File: config.mk
export PLATFORM = sky130hd
export DESIGN_NAME = alu_6502
export DESIGN_NICKNAME = d
export VERILOG_FILES = /design/src/rtl/alu_6502.sv
export SDC_FILE = /design/constraint.sdc
export NUM_CORES = 1
export LEC_CHECK = 0
export CORE_MARGIN = 8
export CORE_UTILIZATION = 40
export DETAILED_ROUTE_END_ITERATION = 16
export GPL_ROUTABILITY_DRIVEN = 0
export GPL_TIMING_DRIVEN = 0
export PLACE_DENSITY_LB_ADDON = 0.1
export SLEW_MARGIN = 10
export SYNTH_ARGS = -nofsm -noshare
export SYNTH_HDL_FRONTEND = slang
export SYNTH_SLANG_ARGS = --single-unit
File: constraint.sdc
create_clock -name clk -period 8.6 [get_ports clk]
set_clock_uncertainty 0.1 [all_clocks]
set_input_delay 2.15 -clock clk [delete_from_list [all_inputs] [get_ports clk]]
set_output_delay 2.15 -clock clk [all_outputs]
set_load 0.01 [all_outputs]
File: src/rtl/alu_6502.sv
// alu_6502 -- 8-bit ALU for the 6502 datapath.
//
// It computes the result and the N/Z/V/C flags combinationally from the
// operands, the opcode, the carry-in and the decimal-mode select. It also
// keeps a registered copy of the result and flags for the next pipeline stage.
//
// Ports
//   clk       system clock; the registered outputs update on its rising edge
//   reset     synchronous active-high; clears y_q and flags_q only
//   a         operand A (accumulator side; the shifts operate on A)
//   b         operand B (memory side)
//   op        operation select (see the case statement below)
//   c_in      carry in
//   bcd       decimal mode; affects ADD and SUB only
//   y         combinational result
//   zero      combinational Z flag
//   negative  combinational N flag
//   overflow  combinational V flag
//   c_out     combinational C flag
//   y_q       registered result
//   flags_q   registered {negative, overflow, zero, c_out}
module alu_6502 #(
   parameter int WIDTH = 8
) (
   input  logic             clk,
   input  logic             reset,
   input  logic [WIDTH-1:0] a,
   input  logic [WIDTH-1:0] b,
   input  logic [3:0]       op,
   input  logic             c_in,
   input  logic             bcd,
   output logic [WIDTH-1:0] y,
   output logic             zero,
   output logic             negative,
   output logic             overflow,
   output logic             c_out,
   output logic [WIDTH-1:0] y_q,
   output logic [3:0]       flags_q
);

   localparam logic [3:0] OP_ADD = 4'h0;
   localparam logic [3:0] OP_SUB = 4'h1;
   localparam logic [3:0] OP_OR  = 4'h2;
   localparam logic [3:0] OP_AND = 4'h3;
   localparam logic [3:0] OP_EOR = 4'h4;
   localparam logic [3:0] OP_INC = 4'h5;
   localparam logic [3:0] OP_DEC = 4'h6;
   localparam logic [3:0] OP_ASL = 4'h7;
   localparam logic [3:0] OP_ROL = 4'h8;
   localparam logic [3:0] OP_ROR = 4'h9;
   localparam logic [3:0] OP_LSR = 4'hA;
   localparam logic [3:0] OP_PSA = 4'hB;
   localparam logic [3:0] OP_PSB = 4'hC;

   // Binary add and subtract. Bit 8 of bin_sum is the carry. Bit 8 of
   // bin_diff is the borrow, so the 6502 carry for SBC is its inverse.
   logic [8:0] bin_sum;
   logic [8:0] bin_diff;
   logic       add_ovf;
   logic       sub_ovf;

   assign bin_sum  = {1'b0, a} + {1'b0, b} + 9'(c_in);
   assign bin_diff = {1'b0, a} - {1'b0, b} - 9'(!c_in);
   assign add_ovf  = (a[7] == b[7]) && (bin_sum[7]  != a[7]);
   assign sub_ovf  = (a[7] != b[7]) && (bin_diff[7] != a[7]);

   // Decimal add: each nibble sum above 9 gets +6, and the decimal carry
   // ripples into the high nibble. The sums are 5 bits wide, so invalid
   // digits still give a defined (if meaningless) result.
   logic [4:0] dadd_lo_sum;
   logic [4:0] dadd_hi_sum;
   logic       dadd_lo_c;
   logic       dadd_hi_c;
   logic [3:0] dadd_lo;
   logic [3:0] dadd_hi;

   assign dadd_lo_sum = {1'b0, a[3:0]} + {1'b0, b[3:0]} + 5'(c_in);
   assign dadd_lo_c   = dadd_lo_sum > 5'd9;
   assign dadd_lo     = dadd_lo_sum[3:0] + (dadd_lo_c ? 4'd6 : 4'd0);
   assign dadd_hi_sum = {1'b0, a[7:4]} + {1'b0, b[7:4]} + 5'(dadd_lo_c);
   assign dadd_hi_c   = dadd_hi_sum > 5'd9;
   assign dadd_hi     = dadd_hi_sum[3:0] + (dadd_hi_c ? 4'd6 : 4'd0);

   // Decimal subtract: when a nibble borrows (bit 4 of its 5-bit difference
   // is set), 6 is taken off that digit.
   logic [4:0] dsub_lo_diff;
   logic [4:0] dsub_hi_diff;
   logic       dsub_lo_b;
   logic       dsub_hi_b;
   logic [3:0] dsub_lo;
   logic [3:0] dsub_hi;

   assign dsub_lo_diff = {1'b0, a[3:0]} - {1'b0, b[3:0]} - 5'(!c_in);
   assign dsub_lo_b    = dsub_lo_diff[4];
   assign dsub_lo      = dsub_lo_diff[3:0] - (dsub_lo_b ? 4'd6 : 4'd0);
   assign dsub_hi_diff = {1'b0, a[7:4]} - {1'b0, b[7:4]} - 5'(dsub_lo_b);
   assign dsub_hi_b    = dsub_hi_diff[4];
   assign dsub_hi      = dsub_hi_diff[3:0] - (dsub_hi_b ? 4'd6 : 4'd0);

   always_comb begin
      y        = a;
      c_out    = c_in;
      overflow = 1'b0;
      case (op)
         OP_ADD: begin
            overflow = add_ovf;
            if (bcd) begin
               y     = {dadd_hi, dadd_lo};
               c_out = dadd_hi_c;
            end else begin
               y     = bin_sum[7:0];
               c_out = bin_sum[8];
            end
         end
         OP_SUB: begin
            overflow = sub_ovf;
            if (bcd) begin
               y     = {dsub_hi, dsub_lo};
               c_out = !dsub_hi_b;
            end else begin
               y     = bin_diff[7:0];
               c_out = !bin_diff[8];
            end
         end
         OP_OR:  y = a | b;
         OP_AND: y = a & b;
         OP_EOR: y = a ^ b;
         OP_INC: y = a + 8'd1;
         OP_DEC: y = a - 8'd1;
         OP_ASL: begin
            y     = {a[6:0], 1'b0};
            c_out = a[7];
         end
         OP_ROL: begin
            y     = {a[6:0], c_in};
            c_out = a[7];
         end
         OP_ROR: begin
            y     = {c_in, a[7:1]};
            c_out = a[0];
         end
         OP_LSR: begin
            y     = {1'b0, a[7:1]};
            c_out = a[0];
         end
         OP_PSA: y = a;
         OP_PSB: y = b;
         default: y = a;   // D-F behave as PASSA
      endcase
   end

   assign zero     = (y == 8'h00);
   assign negative = y[7];

   always_ff @(posedge clk) begin
      if (reset) begin
         y_q     <= '0;
         flags_q <= 4'b0000;
      end else begin
         y_q     <= y;
         flags_q <= {negative, overflow, zero, c_out};
      end
   end

endmodule

==> impl_metrics.json, run 1 <==
{
  "status": "finished with violations",
  "violations": "negative setup slack",
  "end_kind": "output port",
  "ant_nets": 0,
  "synth_edf_count": 0,
  "maxCapViolations": 0,
  "setup_viol": 1,
  "syn-num-nets": 524,
  "power.density_nw_per_um2": 106,
  "vias": 3720,
  "post-place-ws_ns": -1.73,
  "dpl_cell_area_um2": 3920,
  "grt_pass1_vias": 3577,
  "crit_path_frequent_cell": "fa_2",
  "syn_area_per_cell_um2": 7.46,
  "power.leakage_uw": 0.00179,
  "hold_viol_final": 0,
  "avgRoutedWirePerCell_um": 19.3,
  "tightest_slew_ns": 1.12,
  "ys.flop_type": "dfxtp_1",
  "portBuffers": 46,
  "drc": 0,
  "dr.first_iter.drc_count": 301,
  "root_buffer": "clkbuf_8",
  "yosysWarningCount": 0,
  "layout_setup_ws_ns": -0.0300,
  "ys_ff_latch": 11,
  "viasPerCell": 5.99,
  "grt_pass1_wl_mm": 19.2,
  "vdd.ir_drop.worst_uv": 63.1,
  "cp_slowest_cell": "fa_2",
  "cp-start-kind": "primary input",
  "synthCells": 445,
  "critical_path_required_ns": 6.35,
  "crit_type": "in2out",
  "syn_area_um2": 3320,
  "ys_seq_area_frac": 0.0663,
  "n_fill_cell": 833,
  "dieArea_um2": 11500,
  "slew_headroom": 0.241,
  "critPathMaxStageDelay_ns": 0.55,
  "power_uw": 457,
  "hold_buffers": 0,
  "antennaDiodeCount": 0,
  "tritoncts": "done",
  "dp_hpwl_mm": 9.21,
  "cts_sinks": 11,
  "period_share": 1.00,
  "track_usage": 0.207,
  "clock_path_buffers": 2,
  "ctsHtreeMaxLevel": 1,
  "drive_above_1_share": 0.211,
  "grt_overflow": 0,
  "dr.pass1.iters": 5,
  "fp-row-count": 33,
  "arrival_ns": 6.38,
  "antenna_found_initial": 0,
  "post-route-min-period_ns": 8.63,
  "final_area_um2": 4310,
  "io_pins": 48,
  "die_y_um": 107,
  "slew_viol_final": 0,
  "async_flop_share": 0,
  "cts_buffers": 3,
  "synth.distinct_cells": 75,
  "max_freq_ghz": 0.116,
  "drt-total-wl_mm": 12.0,
  "die_x_um": 107,
  "grt_max_degree": 12,
  "crit_chain": "buf_8, inv_4, buf_4, fa_2, nor2b_4, buf_6, a221oi_1, o21ai_1, nand2_2, fa_2, fa_2, a21oi_1, o221ai_2, ha_2, nor2_1, a21oi_1, a21oi_2, o41ai_1, a211o_1, o32ai_4, nand3_2, nor3_2, buf_2",
  "fin_nets": 596,
  "area_growth_pct": 29.8,
  "start_util": 0.408,
  "clkTransAtPathRegs_ns": 0.05,
  "rsz0062_at_grt": "true",
  "fp.coreArea_um2": 8130,
  "final_cell_mix": "inv_1 (37), ha_1 (37), nor2_1 (32), clkdlybuf4s50_1 (32), nand2_1 (29)",
  "hp-class": "in2reg",
  "fin_hold_ws_ns": 2.28,
  "worstPathMaxFanout": 3
}
cells in the mapped netlist, types with 3 or more instances:
cell type  number  area (um2)
o21ai_0        25         125
nor2_1         33         124
buf_2          15        75.1
nor4b_1         5        43.8
a21o_1          6        45.0
buf_4           3        22.5
dfxtp_1        11         220
a21oi_1        30         150
mux2i_1         7        70.1
nor4_1          3        18.8
o21a_1          5        37.5
o22ai_1         5        31.3
xnor2_1        21         184
a311oi_1        4        35.0
a32oi_1         7        61.3
nand3_1         5        25.0
o32ai_1         8        70.1
nand2_1        30         113
ha_1           44         551
nor3_1         17        85.1
fa_1           11         220
a22oi_1         5        37.5
nand2b_1        6        37.5
a211oi_1        4        30.0
mux2_2          3        33.8
inv_1          44         165
nor2b_1        13        81.3
xor2_1          5        43.8
clkbuf_1        8        30.0
a31oi_1         7        43.8
what timing repair did:
item | CTS | global route
pin swaps | 21 | 28
buffers inserted | 14 | 7
gates resized for setup | 95 | 23
setup endpoints to repair | 9 | 5
worst max-delay path: cells and delay by family:
family	cells	cell delay (ns)
fa+ha+maj	4	1.69
compound gates	9	1.41
simple gates	5	0.65
buf+inv	5	0.47
per-stage QoR:
step | instances | TNS [ns] | util
finish | 621 | -0.0300 | 0.530
global route | 621 | -0.315 | 0.530
CTS | 614 | -0.212 | 0.520
detailed placement | 596 | -9.10 | 0.482
global placement | 596 | -9.18 | 0.482
floorplan | 445 | 0 | -
final timing paths:
path | from | to | slack, ns | cells past startpoint
hold / removal | a[1] | y_q[1] | 2.28 | 3
setup / recovery | c_in | zero | -0.03 | 23
area by class of cell:
type	count	area, um2	area share
Multi-Input combinational cell	359	2950	0.684
Buffer	29	169	0.0392
Timing Repair Buffer	67	609	0.141
Sequential cell	11	220	0.0511
Tap cell	105	131	0.0305
Inverter	46	188	0.0436
Clock buffer	4	45.0	0.0105
logic make-up (layout without fill, tap and decap cells):
group                      count (synthesis)  after routing  share of synthesized area
DFF                                       11             11                     0.0663
AOI/OAI and AO/OA                        135            135                      0.293
adders and majority gates                 56             56                      0.235
buffers and inverters                     75            146                     0.0984
muxes                                     10             10                     0.0313
and+or+nand+nor                          132            132                      0.207
xor gates and xnor gates                  26             26                     0.0686
routing by layer:
metal | wire length (um) | vias up | track usage | share of wire
li1 | - | 1754 | - | -
met1 | 5130 | 1729 | 0.273 | 0.43
met2 | 5430 | 196 | 0.320 | 0.45
met3 | 964 | 41 | 0.0390 | 0.080
met4 | 459 | 0 | 0.0915 | 0.038
met5 | 0 | - | 0 | 0
sequential cells by signal, summed over array words and instances, names as in the netlist:
signal / flops
flags_q: 3
y_q: 8
report_power, final:
group          switching, uW  internal [uW]
logic                    187            160
clock network           20.3           32.6
registers               1.13           55.8
total                    208            248
Note: power is estimated with default switching activity, not from simulation.
==> inputs of run 2 (changes only) <==
--- a/config.mk
+++ b/config.mk
@@ -7,6 +7,7 @@
 export LEC_CHECK = 0
 export CORE_MARGIN = 8
 export CORE_UTILIZATION = 40
+export CTS_CLUSTER_SIZE = 30
 export DETAILED_ROUTE_END_ITERATION = 16
 export GPL_ROUTABILITY_DRIVEN = 0
 export GPL_TIMING_DRIVEN = 0
==> constraint.sdc (replaced) <==
create_clock -name clk -period 7.5 [get_ports clk]
set_clock_uncertainty 0.1 [all_clocks]
set_input_delay 1.875 -clock clk [delete_from_list [all_inputs] [get_ports clk]]
set_output_delay 1.875 -clock clk [all_outputs]
set_load 0.01 [all_outputs]
==> run 2 against run 1 <==
Against the previous run: the flow still finishes with violations (negative setup slack); routed wire length is 0.83% higher; combinational power is 24% higher; worst hold slack worse by 0.37 ns.
==> impl_metrics.json, run 2 (same netlist as run 1, synthesis figures left out) <==
{
  "critical-path-top-delay-family": "adder cells",
  "drt-total-wl_mm": 12.1,
  "dp.cells": 596,
  "cp-start-kind": "primary input",
  "crit_path_frequent_cell": "fa_2",
  "tritoncts": "done",
  "maxCapViolations": 0,
  "vdd.ir_drop.worst_uv": 63.3,
  "antenna_found_initial": 0,
  "dp_hpwl_mm": 9.19,
  "cts_buffers": 3,
  "p_comb_frac": 0.774,
  "drive_above_1_share": 0.245,
  "antennaDiodeCount": 0,
  "vias": 3740,
  "hold_end": "flags_q[0]",
  "track_usage": 0.207,
  "critical_path_required_ns": 5.53,
  "status": "finished with violations",
  "viasPerCell": 5.93,
  "seqPwrFrac": 0.117,
  "post-route-util": 0.551,
  "io_pins": 48,
  "worstHoldStart": "c_in",
  "arrival_ns": 6.17,
  "end_kind": "output port",
  "clkTransAtPathRegs_ns": 0.05,
  "power.leakage_uw": 0.00187,
  "fp.coreArea_um2": 8130,
  "fin_nets": 606,
  "ant_nets": 0,
  "critPathMaxStageDelay_ns": 0.37,
  "min_path_cells": 3,
  "area_growth_pct": 35.1,
  "p_clk_frac": 0.109,
  "dieArea_um2": 11500,
  "setup_viol": 5,
  "root_buffer": "clkbuf_8",
  "final_cell_mix": "inv_1 (35), ha_1 (35), nor2_1 (32), nand2_1 (30), buf_4 (30)",
  "worstPathMaxFanout": 4,
  "finalSetupTns_ns": -2.88,
  "rsz0062_at_grt": "true",
  "grt_pass1_vias": 3635,
  "ctsHtreeMaxLevel": 1,
  "start_util": 0.408,
  "power.density_nw_per_um2": 124,
  "clock_path_buffers": 2,
  "hold_viol_final": 0,
  "p_int_uw": 306,
  "portBuffers": 46,
  "layout_setup_ws_ns": -0.644,
  "cp_slowest_cell": "fa_2",
  "slew_headroom": 0.364,
  "critical_path.n_buffers_inverters": 8,
  "n_fill_cell": 795,
  "grt_max_degree": 12,
  "period_share": 1.09,
  "swShare": 0.452,
  "max_flop_register": "y_q",
  "fin_cells": 631,
  "die_x_um": 107,
  "hp-class": "in2reg",
  "largest_reg_flops": 8,
  "cts_sinks": 11,
  "post-route-min-period_ns": 8.14,
  "die_y_um": 107,
  "drc": 0,
  "fp-row-count": 33,
  "grt_pass1_wl_mm": 19.2,
  "post-place-ws_ns": -2.27,
  "grt_overflow": 0,
  "switchingPower_uw": 252,
  "hold_buffers": 0,
  "dr.first_iter.drc_count": 400,
  "reg_top3": "y_q: 8 flops, flags_q: 3 flops",
  "crit_type": "in2out",
  "dr.pass1.iters": 5,
  "violations": "negative setup slack",
  "fin_hold_ws_ns": 1.90,
  "avgRoutedWirePerCell_um": 19.2,
  "max_freq_ghz": 0.123,
  "slew_viol_final": 0,
  "tightest_slew_ns": 0.940
}
run 2: worst max path at each step:
stage	start	end	slack, ns	cells past startpoint
after floorplan	a[0]	zero	-0.26	22
after global placement	a[0]	zero	-2.29	23
after detailed placement	a[0]	zero	-2.27	23
after CTS	a[0]	negative	-0.66	25
after global routing	c_in	zero	-0.85	25
final	c_in	y[7]	-0.64	25
run 2: per-stage QoR:
step	power, uW	area (um2)
2_1_floorplan	309	3390
3_5_place_dp	427	3980
5_1_grt	601	4480
3_3_place_gp	424	3980
4_1_cts	538	4360
6_report	558	4480
run 2: final cells by class:
class	instances	area [um2]	share of cell area
Multi-Input combinational cell	359	3030	0.676
Sequential cell	11	220	0.0491
Tap cell	105	131	0.0293
Buffer	28	161	0.0360
Clock buffer	4	45.0	0.0100
Timing Repair Buffer	78	712	0.159
Inverter	46	181	0.0405
run 2: timing repair:
item | 4_1_cts | 5_1_grt
setup buffers | 25 | 8
resized for setup | 108 | 18
setup endpoints to repair | 11 | 9
pin swaps | 31 | 17
run 2: power by group through the flow:
stage | clock (uW) | sequential (uW) | combinational (uW)
after global routing | 66.4 | 65.8 | 469
after global placement | 0 | 66.4 | 358
after CTS | 62.4 | 65.3 | 411
final | 60.8 | 65.3 | 432
after detailed placement | 0 | 66.7 | 360
after floorplan | 0 | 69.5 | 240
run 2: layer usage:
metal	global-route usage	vias up	share of wire
met5	0	-	0
met4	0.0603	0	0.027
met3	0.0288	27	0.073
met2	0.347	189	0.47
met1	0.268	1738	0.43
li1	-	1786	-
==> inputs of run 3 (changes only) <==
--- a/config.mk
+++ b/config.mk
@@ -5,7 +5,7 @@
 export SDC_FILE = /design/constraint.sdc
 export NUM_CORES = 1
 export LEC_CHECK = 0
-export CORE_MARGIN = 8
+export CORE_MARGIN = 2
 export CORE_UTILIZATION = 40
 export CTS_CLUSTER_SIZE = 30
 export DETAILED_ROUTE_END_ITERATION = 16
==> run 3 against run 2 <==
Against the previous run: the flow still finishes with violations (negative setup slack); cell count stayed put; sequential cell count is the same; worst setup slack lost 0.11 ns; largest cell class unchanged; largest power group unchanged.
==> impl_metrics.json, run 3 (same netlist as run 1, synthesis figures left out) <==
{
  "fp-row-count": 33,
  "worstPathMaxFanout": 3,
  "hold_buffers": 0,
  "vdd.ir_drop.worst_uv": 73.0,
  "setup_viol": 5,
  "drive_above_1_share": 0.262,
  "io_pins": 48,
  "area_growth_pct": 35.4,
  "ant_nets": 0,
  "post-place-ws_ns": -2.30,
  "antennaDiodeCount": 0,
  "max_flop_register": "y_q",
  "cts_sinks": 11,
  "rsz0062_at_grt": "true",
  "tightest_slew_ns": 1.10,
  "reg_top3": "y_q: 8 flops, flags_q: 3 flops",
  "largest_reg_flops": 8,
  "dp_hpwl_mm": 8.79,
  "post-route-min-period_ns": 8.25,
  "hold_viol_final": 0,
  "drc": 0,
  "cts_buffers": 3,
  "die_x_um": 95.1,
  "ctsHtreeMaxLevel": 1,
  "fp.coreArea_um2": 8130,
  "clock_path_buffers": 2,
  "vias": 3753,
  "power.leakage_uw": 0.00186,
  "viasPerCell": 5.95,
  "grt_max_degree": 12,
  "root_buffer": "clkbuf_8",
  "end_kind": "output port",
  "critical_path_required_ns": 5.53,
  "dr.pass1.iters": 6,
  "grt_pass1_vias": 3411,
  "dpl_cell_area_um2": 3980,
  "arrival_ns": 6.28,
  "track_usage": 0.262,
  "dieArea_um2": 9040,
  "dp.cells": 596,
  "cp-start-kind": "primary input",
  "n_fill_cell": 786,
  "period_share": 1.10,
  "avgRoutedWirePerCell_um": 18.8,
  "grt_pass1_wl_mm": 18.4,
  "final_cell_mix": "inv_1 (35), ha_1 (35), buf_4 (33), nor2_1 (31)",
  "slew_viol_final": 0,
  "portBuffers": 46,
  "max_freq_ghz": 0.121,
  "clkTransAtPathRegs_ns": 0.05,
  "hp-class": "in2reg",
  "die_y_um": 95.1,
  "maxCapViolations": 0,
  "regArea_um2": 220,
  "layout_setup_ws_ns": -0.752,
  "crit_type": "in2out",
  "start_util": 0.408,
  "grt_overflow": 0,
  "status": "finished with violations",
  "slew_headroom": 0.260,
  "final_area_um2": 4490,
  "power.density_nw_per_um2": 125,
  "drt-total-wl_mm": 11.9,
  "tritoncts": "done",
  "antenna_found_initial": 0,
  "fin_nets": 606,
  "dr.first_iter.drc_count": 343,
  "fin_cells": 631,
  "power_uw": 562,
  "multiInputGateArea_um2": 3060,
  "violations": "negative setup slack"
}
## run 3: path summary, 6_finish.rpt
| check | endpoint | slack, ns | start | cells after the start |
|---|---|---|---|---|
| min | flags_q[0] | 1.90 | c_in | 3 |
| max | zero | -0.75 | a[0] | 25 |
## run 3: timing repair
action | CTS | global route
setup buffers | 22 | 12
setup endpoints to repair | 11 | 11
pin swaps | 36 | 34
resized for setup | 101 | 32
## run 3: layout make-up
type                            instances  share of cell area
Sequential cell                        11              0.0490
Timing Repair Buffer                   79               0.156
Buffer                                 27              0.0348
Multi-Input combinational cell        359               0.681
Clock buffer                            4              0.0100
Inverter                               46              0.0398
Tap cell                              105              0.0292
## run 3: power breakdown
part	switching (uW)	internal, uW
sequential	1.31	64.0
clock	22.5	37.3
combinational	229	208
## run 3: layer usage
metal  global-route usage  share of wire  vias up
met3               0.0269          0.067       32
li1                     -              -     1775
met1                0.373           0.44     1756
met5                    0              0        -
met2                0.415           0.47      190
met4               0.0821          0.028        0
## run 3: stage by stage
stage	hold slack, ns	util	TNS, ns
after floorplan	1.85	-	-0.593
after global placement	2.33	0.490	-14.19
after detailed placement	2.34	0.490	-14.37
after CTS	1.89	0.531	-2.75
after global routing	1.96	0.553	-3.59
final	1.90	0.553	-2.56
## run 3: critical path: stages
cell,delay [ns]
buf_12,0.10
clkinvlp_4,0.08
fa_2,0.22
inv_2,0.05
fa_2,0.34
o21a_1,0.23
nor2_4,0.17
xnor2_4,0.15
fa_2,0.22
inv_2,0.05
fa_2,0.33
o21ai_1,0.12
nand2b_1,0.10
xnor2_2,0.16
ha_2,0.18
fa_2,0.33
xor2_1,0.15
xnor2_1,0.15
nor2_1,0.08
a311o_1,0.31
a2111oi_4,0.33
inv_2,0.10
buf_6,0.14
nor3_4,0.14
buf_2,0.15
